[src/rtl/alu_pkg.sv]
// Shared opcodes, FSM encoding and opcode helpers for the bit-serial ALU sequencer.
package alu_pkg;

    localparam int unsigned WIDTH_MAX = 32;
    localparam int unsigned OP_W      = 3;

    localparam logic [OP_W-1:0] OP_AND = 3'b000;
    localparam logic [OP_W-1:0] OP_OR  = 3'b001;
    localparam logic [OP_W-1:0] OP_ADD = 3'b010;
    localparam logic [OP_W-1:0] OP_SUB = 3'b110;
    localparam logic [OP_W-1:0] OP_SLT = 3'b111;

    typedef enum logic [1:0] {
        ST_IDLE = 2'd0,
        ST_RUN  = 2'd1,
        ST_DONE = 2'd2
    } state_e;

    function automatic logic op_supported(input logic [OP_W-1:0] o);
        return (o == OP_AND) || (o == OP_OR) || (o == OP_ADD) ||
               (o == OP_SUB) || (o == OP_SLT);
    endfunction

    // SUB and SLT run the adder as a + ~b + 1.
    function automatic logic op_inverts(input logic [OP_W-1:0] o);
        return (o == OP_SUB) || (o == OP_SLT);
    endfunction

endpackage

[src/rtl/alu_bit_slice.sv]
// One-bit ALU slice: AND, OR or full add, selected by the low opcode bits.
module alu_bit_slice (
    input  logic       a,
    input  logic       b,
    input  logic       cin,
    input  logic [1:0] op,
    output logic       s,
    output logic       cout
);

    always_comb begin
        s    = a ^ b ^ cin;
        cout = (a & b) | (a & cin) | (b & cin);
        case (op)
            2'b00:   s = a & b;
            2'b01:   s = a | b;
            default: s = a ^ b ^ cin;
        endcase
    end

endmodule

[src/rtl/alu_serial_sequencer.sv]
// Bit-serial ALU controller: one operand bit per cycle through alu_bit_slice,
// LSB first, with MSB overflow/SLT resolution on the final bit.
module alu_serial_sequencer
    import alu_pkg::*;
#(
    parameter int unsigned WIDTH = 8
) (
    input  logic             clk,
    input  logic             rst_n,
    input  logic             start,
    input  logic [2:0]       op,
    input  logic [WIDTH-1:0] a,
    input  logic [WIDTH-1:0] b,
    output logic             busy,
    output logic             done,
    output logic [WIDTH-1:0] result,
    output logic             overflow,
    output logic             zero,
    output logic             op_err
);

    localparam int unsigned CNT_W = (WIDTH > 1) ? $clog2(WIDTH) : 1;

    state_e             state_q;
    logic [CNT_W-1:0]   cnt_q;
    logic               carry_q;
    logic [WIDTH-1:0]   a_q;
    logic [WIDTH-1:0]   b_q;
    logic [WIDTH-2:0]   sr_q;
    logic [2:0]         op_q;
    logic               sa_q;
    logic               sb_q;
    logic               busy_q;
    logic               done_q;
    logic [WIDTH-1:0]   result_q;
    logic               overflow_q;
    logic               zero_q;
    logic               op_err_q;

    logic               inv_c;
    logic               s_c;
    logic               cout_c;
    logic               last_c;
    logic               ovf_c;
    logic               lt_c;
    logic [WIDTH-1:0]   full_c;
    logic [WIDTH-1:0]   res_c;

    assign busy     = busy_q;
    assign done     = done_q;
    assign result   = result_q;
    assign overflow = overflow_q;
    assign zero     = zero_q;
    assign op_err   = op_err_q;

    alu_bit_slice u_slice (
        .a    (a_q[0]),
        .b    (b_q[0] ^ inv_c),
        .cin  (carry_q),
        .op   (op_q[1:0]),
        .s    (s_c),
        .cout (cout_c)
    );

    // Final-bit resolution: sa/sb are the captured operand MSBs, s_c is the result MSB.
    always_comb begin
        inv_c  = op_inverts(op_q);
        full_c = {s_c, sr_q};
        last_c = (cnt_q == CNT_W'(WIDTH - 1));
        ovf_c  = 1'b0;
        if (op_q == OP_ADD) begin
            ovf_c = (sa_q == sb_q) && (s_c != sa_q);
        end else if (inv_c) begin
            ovf_c = (sa_q != sb_q) && (s_c != sa_q);
        end
        lt_c  = s_c ^ ovf_c;
        res_c = (op_q == OP_SLT) ? WIDTH'(lt_c) : full_c;
    end

    always_ff @(posedge clk or negedge rst_n) begin
        if (!rst_n) begin
            state_q    <= ST_IDLE;
            cnt_q      <= '0;
            carry_q    <= 1'b0;
            a_q        <= '0;
            b_q        <= '0;
            sr_q       <= '0;
            op_q       <= '0;
            sa_q       <= 1'b0;
            sb_q       <= 1'b0;
            busy_q     <= 1'b0;
            done_q     <= 1'b0;
            result_q   <= '0;
            overflow_q <= 1'b0;
            zero_q     <= 1'b0;
            op_err_q   <= 1'b0;
        end else begin
            case (state_q)
                ST_IDLE, ST_DONE: begin
                    done_q  <= 1'b0;
                    busy_q  <= 1'b0;
                    state_q <= ST_IDLE;
                    if (start) begin
                        overflow_q <= 1'b0;
                        zero_q     <= 1'b0;
                        op_err_q   <= 1'b0;
                        if (op_supported(op)) begin
                            a_q     <= a;
                            b_q     <= b;
                            op_q    <= op;
                            sa_q    <= a[WIDTH-1];
                            sb_q    <= b[WIDTH-1];
                            cnt_q   <= '0;
                            carry_q <= op_inverts(op);
                            busy_q  <= 1'b1;
                            state_q <= ST_RUN;
                        end else begin
                            // Unsupported opcode completes immediately with an error.
                            result_q <= '0;
                            zero_q   <= 1'b1;
                            op_err_q <= 1'b1;
                            done_q   <= 1'b1;
                            state_q  <= ST_DONE;
                        end
                    end
                end
                ST_RUN: begin
                    a_q     <= a_q >> 1;
                    b_q     <= b_q >> 1;
                    sr_q    <= full_c[WIDTH-1:1];
                    carry_q <= cout_c;
                    cnt_q   <= cnt_q + CNT_W'(1);
                    if (last_c) begin
                        result_q   <= res_c;
                        overflow_q <= (op_q == OP_SLT) ? 1'b0 : ovf_c;
                        zero_q     <= (res_c == '0);
                        busy_q     <= 1'b0;
                        done_q     <= 1'b1;
                        state_q    <= ST_DONE;
                    end
                end
                default: begin
                    busy_q  <= 1'b0;
                    done_q  <= 1'b0;
                    state_q <= ST_IDLE;
                end
            endcase
        end
    end

endmodule

[config.mk]
export PLATFORM = sky130hd
export DESIGN_NAME = alu_serial_sequencer
export DESIGN_NICKNAME = d
export VERILOG_FILES = /design/src/rtl/alu_pkg.sv /design/src/rtl/alu_bit_slice.sv /design/src/rtl/alu_serial_sequencer.sv
export SDC_FILE = /design/constraint.sdc
export NUM_CORES = 1
export LEC_CHECK = 0
export BUFFER_PORTS_ARGS = -buffer_cell sky130_fd_sc_hd__buf_2
export CAP_MARGIN = 10
export CORE_ASPECT_RATIO = 0.75
export CORE_UTILIZATION = 37
export CTS_CLUSTER_SIZE = 25
export DETAILED_ROUTE_END_ITERATION = 7
export PLACE_DENSITY_LB_ADDON = 0.12
export SYNTH_ARGS = -nofsm -noshare
export SYNTH_HDL_FRONTEND = slang
export SYNTH_HIERARCHICAL = 1
export SYNTH_SLANG_ARGS = --single-unit
[constraint.sdc]
create_clock -name clk -period 5.25 [get_ports clk]
set_input_delay 0.2625 -clock clk [delete_from_list [all_inputs] [get_ports clk]]
set_output_delay 0.2625 -clock clk [all_outputs]
set_load 0.01 [all_outputs]
# After elaboration in Yosys (flattened, before gate mapping)
# Cells that the tools add are included.
# W data, S select, Z words.
[totals]
reg_bits = 47
input_bits = 22
output_inout_bits = 13
elab_cells = 102
[op_classes]
add_sub_neg = 1
n_eq_ne = 18
n_mux = 39
n_bitwise = 10
n_reduce_logical = 19
[ops]
columns = ["cell", "count"]
rows = [
  ["$mux W8", 8],
  ["$pmux W8 S2", 3],
  ["$eq A3 B3 Y1 const B", 5],
  ["$mux W1", 15],
  ["$pmux W1 S2", 6],
  ["$reduce_and A3 Y1", 3],
  ["$logic_not A8 Y1", 1],
  ["$ne A2 B2 Y1 const B", 4],
  ["$eq A3 B2 Y1 const B", 2],
  ["$logic_or A1 B1 Y1", 6],
  ["$mux W2", 3],
  ["$mux W3", 2],
  ["$pmux W3 S2", 1],
  ["$eq A2 B1 Y1 const B", 2],
  ["$logic_not A2 Y1", 2],
  ["$pmux W2 S2", 1],
  ["$reduce_and A4 Y1", 1],
  ["$xor A1 B1 Y1", 4],
  ["$add A3 B1 Y3 const B", 1],
  ["$and A1 B1 Y1", 3],
  ["$eq A3 B1 Y1 const B", 1],
  ["$logic_not A3 Y1", 1],
  ["$or A1 B1 Y1", 3],
  ["$eq A2 B2 Y1 const B", 1],
  ["other kinds (6)", 8],
]

# Depth between registers and ports, before layout
# Gate-level depths: netlist of the first run.
[logic_depth]
depth_word = 15
ltp_mapped = 12
ltp_nobuf = 10

# By module
# Netlist of the first run, hierarchy kept.
[modules_own_cells]
columns = ["module", "n_inst", "cells_per_inst", "area_per_inst_um2"]
rows = [
  ["alu_serial_sequencer", 1, 194, 2060.7],
  ["alu_bit_slice", 1, 9, 80.1],
]

# Worst setup path after synthesis of the first run
# No wires, ideal clock.
[synth_path]
path_kind = "register -> register"
start = "reg op_q[2]"
end = "reg overflow_q (netlist: overflow)"
setup_ns = 0.122
arrival_ns = 2.398
t_required_ns = 5.128
setup_slack_ns = 2.731
stages_incl_launch_ff = 12
cell_sequence = "dfrtp_1 -> clkbuf_1 -> nand2_1 -> xnor2_1 -> fa_1 -> nand2b_1 -> o31a_1 -> clkbuf_2 -> and3b_1 -> o21ai_0 -> o31ai_1 -> a32o_1"
[synth_between]
elab_chain_cells = 13
elab_cells_between_ends = 18
classes_between = "eq/ne (4); mux (6); bitwise (5); reduce/logical (3)"
[synth_lines]
columns = ["item", "line", "rtl"]
rows = [
  ["start: declaration", "alu_serial_sequencer.sv:30", "logic [2:0] op_q;"],
  ["start signal: assignment", "alu_serial_sequencer.sv:110", "op_q <= op;"],
  ["$eq A3 B3 Y1", "alu_pkg.sv:26", "return (o == OP_SUB) || (o == OP_SLT);"],
  ["$logic_or A1 B1 Y1 (*)", "alu_pkg.sv:26", ""],
  ["$xor A1 B1 Y1 (*)", "alu_serial_sequencer.sv:58", ".b (b_q[0] ^ inv_c),"],
  ["$xor A1 B1 Y1", "alu_bit_slice.sv:17", "default: s = a ^ b ^ cin;"],
  ["$xor A1 B1 Y1", "-", ""],
  ["$pmux W1 S2 (*)", "alu_bit_slice.sv:14", "case (op)"],
  ["net s_c", "alu_serial_sequencer.sv:41", "logic s_c;"],
  ["$ne A1 B1 Y1 (*)", "alu_serial_sequencer.sv:72, alu_serial_sequencer.sv:74", ""],
  ["$logic_and A1 B1 Y1", "alu_serial_sequencer.sv:74", "ovf_c = (sa_q != sb_q) && (s_c != sa_q);"],
  ["$mux W1", "alu_serial_sequencer.sv:73", "end else if (inv_c) begin"],
  ["$mux W1 (*)", "alu_serial_sequencer.sv:71", "if (op_q == OP_ADD) begin"],
  ["$mux W1 (*)", "alu_serial_sequencer.sv:135", "overflow_q <= (op_q == OP_SLT) ? 1'b0 : ovf_c;"],
  ["$mux W1 (*)", "alu_serial_sequencer.sv:133", "if (last_c) begin"],
  ["$pmux W1 S2 (*)", "alu_serial_sequencer.sv:98", "case (state_q)"],
  ["end signal: assignment", "alu_serial_sequencer.sv:135", ""],
  ["end: declaration", "alu_serial_sequencer.sv:36", "logic overflow_q;"],
]
# The timed path passes the listed nets; every way through them passes the cells marked *. The select of a mux whose other input is x is not followed.
# A chain may end at the register's enable or synchronous reset.

# Worst setup path in the final report of the first run
[layout_path]
start = "reg op_q[1]"
end = "reg overflow_q (netlist: overflow)"
[layout_between]
elab_chain_cells = 13
elab_cells_between_ends = 20
classes_between = "eq/ne (5); mux (6); bitwise (5); reduce/logical (4)"
[layout_lines]
columns = ["item", "line"]
rows = [
  ["$eq A3 B3 Y1", "alu_pkg.sv:26"],
  ["$logic_or A1 B1 Y1", "alu_pkg.sv:26"],
  ["$xor A1 B1 Y1", "alu_serial_sequencer.sv:58"],
  ["$xor A1 B1 Y1", "alu_bit_slice.sv:17"],
  ["$xor A1 B1 Y1", "-"],
  ["$pmux W1 S2 (*)", "alu_bit_slice.sv:14"],
  ["net s_c", "alu_serial_sequencer.sv:41"],
  ["$ne A1 B1 Y1 (*)", "alu_serial_sequencer.sv:72, alu_serial_sequencer.sv:74"],
  ["$logic_and A1 B1 Y1", "alu_serial_sequencer.sv:74"],
  ["$mux W1", "alu_serial_sequencer.sv:73"],
  ["$mux W1 (*)", "alu_serial_sequencer.sv:71"],
  ["$mux W1 (*)", "alu_serial_sequencer.sv:135"],
  ["$mux W1 (*)", "alu_serial_sequencer.sv:133"],
  ["$pmux W1 S2 (*)", "alu_serial_sequencer.sv:98"],
]
# Marks and branches as above.

==> flow_metrics.py, run 1 <==
metrics = {
    "status": {
        "status": "finished, final reports clean",
    },
    "floorplan": {
        "ioPinCount": 35,
        "initial_utilization_pct": 39.2,
        "core_area_sq_um": 5470,
        "rows": 23,
        "dieArea_sq_um": 6100,
        "die_h_microns": 67.9,
        "die_w_microns": 89.8,
    },
    "power": {
        "leakage_nw": 1.26,
        "max-vdd-ir-drop_mv": 0.215,
        "p_per_area_nw_per_um2": 557,
    },
    "grt": {
        "grt_pass1_wl_mm": 7.18,
        "grt_usage_pct": 15.4,
        "grt_overflow": 0,
        "antenna_found_initial": 0,
        "grt_pass1_vias": 1422,
        "grt_max_degree": 47,
    },
    "clock_network": {
        "cts_root_buf": "clkbuf_8",
        "hold_buffers": 0,
        "cts.path.max_buffers": 2,
        "path_clk_slew_ns": 0.08,
        "cts_sinks": 46,
        "post-cts-setup-buffers": 0,
        "tritoncts": "done",
        "cts-resized-gates": 0,
        "cts_inserted_buffers": 5,
        "cts.htree.levels": 2,
        "insertion_delay_ns": 0.29,
    },
    "synthesis": {
        "synthTopCellsByArea": "dfrtp_1, nand2_1, mux2i_1, a22o_1, o21ai_1",
        "ys.flop_type": "dfrtp_1",
        "synthTopCellsByCount": "nand2_1, dfrtp_1, o21ai_1",
        "async_flop_share_pct": 100,
        "synthCells": 203,
        "synth_seq_area_share_pct": 53.8,
        "syn_area_per_cell_sq_um": 10.5,
        "synth_edf_count": 0,
        "synth_cell_type_count": 41,
        "synth_top_area_share_pct": 53.8,
        "yosys.area.top_type": "dfrtp_1",
        "synth_seq_cells": 46,
        "yosysMostFrequentCell": "nand2_1",
        "synthesis.area_sq_um": 2140,
        "syn_nets": 230,
        "synth_warnings": 6,
    },
    "timing": {
        "setup_slack_ns": 2.64,
        "fmax_mhz": 383,
        "drv_slew": 0,
        "maxSlewHeadroom_pct": 32.4,
        "fin_crit_ns": 2.61,
        "worstMarginPinSlew_ns": 1.01,
        "final.setup.tns_ns": 0,
        "rsz0062_at_grt": "false",
        "setup_viol": 0,
        "skew_ns": 0.00924,
        "hold_viol": 0,
        "finalCritPeriodShare_pct": 49.7,
    },
    "critical_path": {
        "path_cells": "nand2_1 -> xnor2_1 -> fa_1 -> nand2b_1 -> o31a_1 -> and3b_1 -> o21ai_0 -> o31ai_1 -> a32o_1",
        "start_kind": "flop",
        "crit_path_max_incr_delay_ns": 0.54,
        "crit_required_ns": 5.44,
        "arrival_ns": 2.80,
        "worstSetupPathType": "reg2reg",
        "crit_slowest_cell": "dfrtp_1",
        "end_kind": "flop",
        "critical_path_peak_fanout": 9,
    },
    "routing": {
        "ant_nets": 0,
        "drt_wl_total_mm": 4.19,
        "viasPerCell": 4.86,
        "drcViolationCount": 0,
        "dr.pass1.iters": 4,
        "wl_per_cell_microns": 13.5,
        "drt_iter0_markers": 80,
        "via_count": 1506,
    },
    "place": {
        "gp_congestion": 0.750,
        "pre_cts_slack_ns": 2.65,
        "dp_hpwl_mm": 2.83,
        "portBuffers": 34,
    },
    "flow_run": {
        "max_cap_viol_count": 0,
    },
    "final_layout": {
        "area_growth_pct": 14.0,
        "n_antenna_cell": 0,
        "fin_util_pct": 44.6,
        "nNetsFinal": 261,
        "drive_above_1_share_pct": 20.9,
    },
    "worst_hold_path": {
        "holdCritPathClass": "in2async",
    },
}
==> state kept, by name (all words and copies together) (netlist names) <==
signal	count
overflow	1
state_q	2
result	8
sa_q	1
cnt_q	3
op_err	1
busy	1
a_q	8
zero	1
sb_q	1
sr_q	7
b_q	8
carry_q	1
op_q	3
==> through the flow <==
step / hold slack [ns] / total power, mW / cells / area, sq um
floorplan: -0.0331 / 1.01 / 203 / 2140
finish: 0.121 / 1.36 / 310 / 2440
CTS: 0.183 / 1.38 / 310 / 2440
detailed placement: 0.464 / 1.15 / 302 / 2350
global route: 0.228 / 1.49 / 310 / 2440
global placement: 0.466 / 1.14 / 302 / 2350
==> report_power, final <==
group | total (mW) | leakage (nW) | internal [mW] | switching [mW]
clock | 0.221 | 0.0482 | 0.106 | 0.115
sequential | 0.612 | 0.595 | 0.493 | 0.119
combinational | 0.527 | 0.622 | 0.224 | 0.303
==> worst paths after layout <==
| check | from | endpoint | slack (ns) | depth (start not counted) |
|---|---|---|---|---|
| min in group clk | op[0] | op_q[0] | 0.22 | 2 |
| max in group asynchronous | rst_n | sr_q[4] | 4.50 | 1 |
| worst min-delay path | rst_n | b_q[1] | 0.12 | 1 |
| worst min register to register | busy | busy | 0.48 | 2 |
| worst max-delay path | op_q[1] | overflow | 2.64 | 9 |
| worst max register to register | op_q[1] | overflow | 2.64 | 9 |
==> final cells by class <==
cell class	count	area (sq um)
Fill cell	557	3030
Sequential cell	46	1150
Multi-Input combinational cell	141	907
Timing Repair Buffer	35	178
Tap cell	75	93.8
Clock buffer	7	86.3
Inverter	5	18.8
Clock inverter	1	5.00
==> layout by cell type (no fill, tap or decap), types with 2 or more instances in the layout <==
cell / instances
nor2b_1: 4
a22o_1: 9
mux2i_1: 14
inv_1: 5
nor2_1: 3
nor3b_1: 2
buf_2: 34
a21oi_1: 2
ha_1: 4
nand2b_1: 2
o21ai_0: 9
dfrtp_1: 46
o21ai_1: 15
mux2_2: 2
nand2_1: 48
clkbuf_8: 6
nand3_1: 6
==> logic make-up (layout without fill, tap and decap cells) <==
logic type,count (synthesis),in the layout,synth area share [%]
AOI/OAI and AO/OA,47,47,16.0
xor gates and xnor gates,1,1,0.409
adders and majority gates,5,5,3.27
buffers and inverters,16,48,3.86
DFF,46,46,53.8
muxes,16,16,7.60
and+or+nand+nor,72,72,15.1
==> worst max-delay path, delay by kind of cell, from the launching register on <==
kind | cells | cell delay (ns)
simple gates | 3 | 0.46
flops | 1 | 0.54
fa+ha+maj | 1 | 0.47
xor+xnor | 1 | 0.31
compound gates | 4 | 0.73
==> per-layer routing <==
| metal | part of all wire, % | track usage [%] | up-vias |
|---|---|---|---|
| li1 | - | - | 761 |
| met1 | 55 | 23.0 | 717 |
| met2 | 41 | 21.6 | 21 |
| met3 | 3.2 | 3.44 | 7 |
| met4 | 1.3 | 6.15 | 0 |
| met5 | 0 | 0 | - |
Note: power is estimated with default switching activity, not from simulation.
==> inputs of run 2 (changes only) <==
==> constraint.sdc (replaced) <==
create_clock -name clk -period 2.7 [get_ports clk]
set_input_delay 0.135 -clock clk [delete_from_list [all_inputs] [get_ports clk]]
set_output_delay 0.135 -clock clk [all_outputs]
set_load 0.01 [all_outputs]
==> run 2 against run 1 <==
  * Sequential cell count unchanged
  * Cell count up 1.6%
  * Largest cell class unchanged
  * Sequential share of layout area down 1.7 points
  * Power up 110%
  * Clock skew up 0.00072 ns
==> flow_metrics.py, run 2 (synthesized netlist as in run 1, its figures left out) <==
metrics = {
    "status": {
        "status": "finished, final reports clean",
    },
    "clock_network": {
        "cts.htree.levels": 2,
        "post-cts-setup-buffers": 0,
        "insertion_delay_ns": 0.30,
        "cts_inserted_buffers": 5,
        "cts-resized-gates": 0,
        "cts_sinks": 46,
        "tritoncts": "done",
        "path_clk_slew_ns": 0.09,
        "cts.path.max_buffers": 2,
        "cts_root_buf": "clkbuf_8",
    },
    "grt": {
        "grt_pass1_vias": 1397,
        "grt_overflow": 0,
        "grt_usage_pct": 15.6,
        "grt_pass1_wl_mm": 7.22,
        "antenna_found_initial": 0,
        "grt_max_degree": 42,
    },
    "routing": {
        "drcViolationCount": 0,
        "dr.pass1.iters": 4,
        "wl_per_cell_microns": 13.4,
        "ant_nets": 0,
        "via_count": 1529,
        "drt_iter0_markers": 53,
        "viasPerCell": 4.85,
        "drt_wl_total_mm": 4.22,
    },
    "floorplan": {
        "ioPinCount": 35,
        "core_area_sq_um": 5470,
        "rows": 23,
        "dieArea_sq_um": 6100,
        "die_h_microns": 67.9,
        "die_w_microns": 89.8,
        "initial_utilization_pct": 39.2,
    },
    "power": {
        "combPwrFrac_pct": 37.7,
        "p_per_area_nw_per_um2": 1130,
        "power.internal_mw": 1.81,
        "max-vdd-ir-drop_mv": 0.415,
        "seqPwrFrac_pct": 40.6,
        "power.share.clock_pct": 21.8,
        "leakage_nw": 1.31,
        "swShare_pct": 36.8,
        "p_sw_mw": 1.06,
    },
    "worst_hold_path": {
        "holdCritPathClass": "in2reg",
    },
    "timing": {
        "holdWs_ns": 0.0902,
        "skew_ns": 0.00996,
        "rsz0062_at_grt": "false",
        "setup_viol": 0,
        "worstMarginPinSlew_ns": 1.04,
        "final.setup.tns_ns": 0,
        "hold_viol": 0,
        "maxSlewHeadroom_pct": 30.7,
        "fmax_mhz": 429,
        "drv_slew": 0,
        "fin_crit_ns": 2.33,
        "finalCritPeriodShare_pct": 86.3,
    },
    "place": {
        "dp_hpwl_mm": 2.96,
        "gp_congestion": 0.725,
        "portBuffers": 34,
    },
    "flow_run": {
        "max_cap_viol_count": 0,
    },
    "critical_path": {
        "end_kind": "flop",
        "arrival_ns": 2.52,
        "rrSetupSlack_ns": 0.37,
        "ff2ff_path_depth": 8,
        "crit_required_ns": 2.90,
        "timing.rr.end": "overflow",
        "worstReg2RegStart": "b_q[0]",
        "worstSetupPathType": "reg2reg",
        "start_kind": "flop",
        "critical_path_peak_fanout": 9,
        "endpoint": "overflow",
        "startpoint": "b_q[0]",
    },
    "final_layout": {
        "nNetsFinal": 266,
        "final_common_cell": "nand2_1",
        "area_growth_pct": 18.2,
        "drive_above_1_share_pct": 22.5,
        "n_fill_cell": 555,
        "layout_common_cells": "nand2_1, dfrtp_1, buf_2",
        "n_antenna_cell": 0,
        "fin_util_pct": 46.3,
    },
}
run 2: cell types whose count changed in the layout (fill, tap and decap cells not counted), sizes merged:
| cell | change |
|---|---|
| buf | +4 |
| bufinv | +2 |
| clkbuf | -1 |
| clkinv | -1 |
| dlygate4sd3 | +1 |
run 2: how the worst min path moves through the flow:
stage,from,end,slack (ns),depth (start not counted)
6_report,op[0],op_q[0],0.09,2
5_1_grt,op[0],op_q[0],0.09,2
4_1_cts,op[0],op_q[0],0.08,2
3_5_place_dp,rst_n,b_q[1],0.07,1
3_3_place_gp,rst_n,b_q[1],0.08,1
2_1_floorplan,rst_n,a_q[0],-0.16,0
run 2: power by group through the flow:
stage,sequential [mW],combinational [mW],clock [mW]
3_3_place_gp,1.17,1.08,0
6_report,1.17,1.08,0.625
5_1_grt,1.20,1.24,0.669
4_1_cts,1.16,1.11,0.645
2_1_floorplan,1.17,0.799,0
3_5_place_dp,1.18,1.10,0
run 2: layout make-up:
| class | instances | area, sq um | area share, % |
|---|---|---|---|
| Inverter | 5 | 18.8 | 0.741 |
| Tap cell | 75 | 93.8 | 3.71 |
| Timing Repair Buffer | 40 | 218 | 8.60 |
| Clock inverter | 2 | 60.1 | 2.37 |
| Clock buffer | 6 | 82.6 | 3.26 |
| Multi-Input combinational cell | 141 | 907 | 35.8 |
| Sequential cell | 46 | 1150 | 45.5 |
run 2: routing by layer:
metal	vias to the layer above	GRT usage, %	part of all wire [%]
met3	4	4.44	4.0
li1	769	-	-
met4	0	4.92	0.90
met5	-	0	0
met2	25	21.1	39
met1	731	23.7	56
run 2: stage by stage:
step                power, mW  worst slack, ns  cell area (sq um)  cells
floorplan                1.97            0.181               2140    203
global placement         2.25            0.431               2380    306
detailed placement       2.28            0.347               2380    306
CTS                      2.92            0.343               2530    315
global route             3.12            0.179               2530    315
finish                   2.87            0.371               2530    315
run 2: critical path, stage by stage, from the launching register on:
cell,delay [ns]
dfrtp_1,0.39
xnor2_1,0.32
fa_1,0.47
nand2b_1,0.15
o31a_1,0.19
and3b_1,0.20
o21ai_0,0.15
o31ai_1,0.10
a32o_1,0.27
run 2: timing repair:
item / CTS / global route
endpoints found under the hold margin: 14 / 0
setup endpoints to repair: 0 / 0
hold buffers: 1 / 0
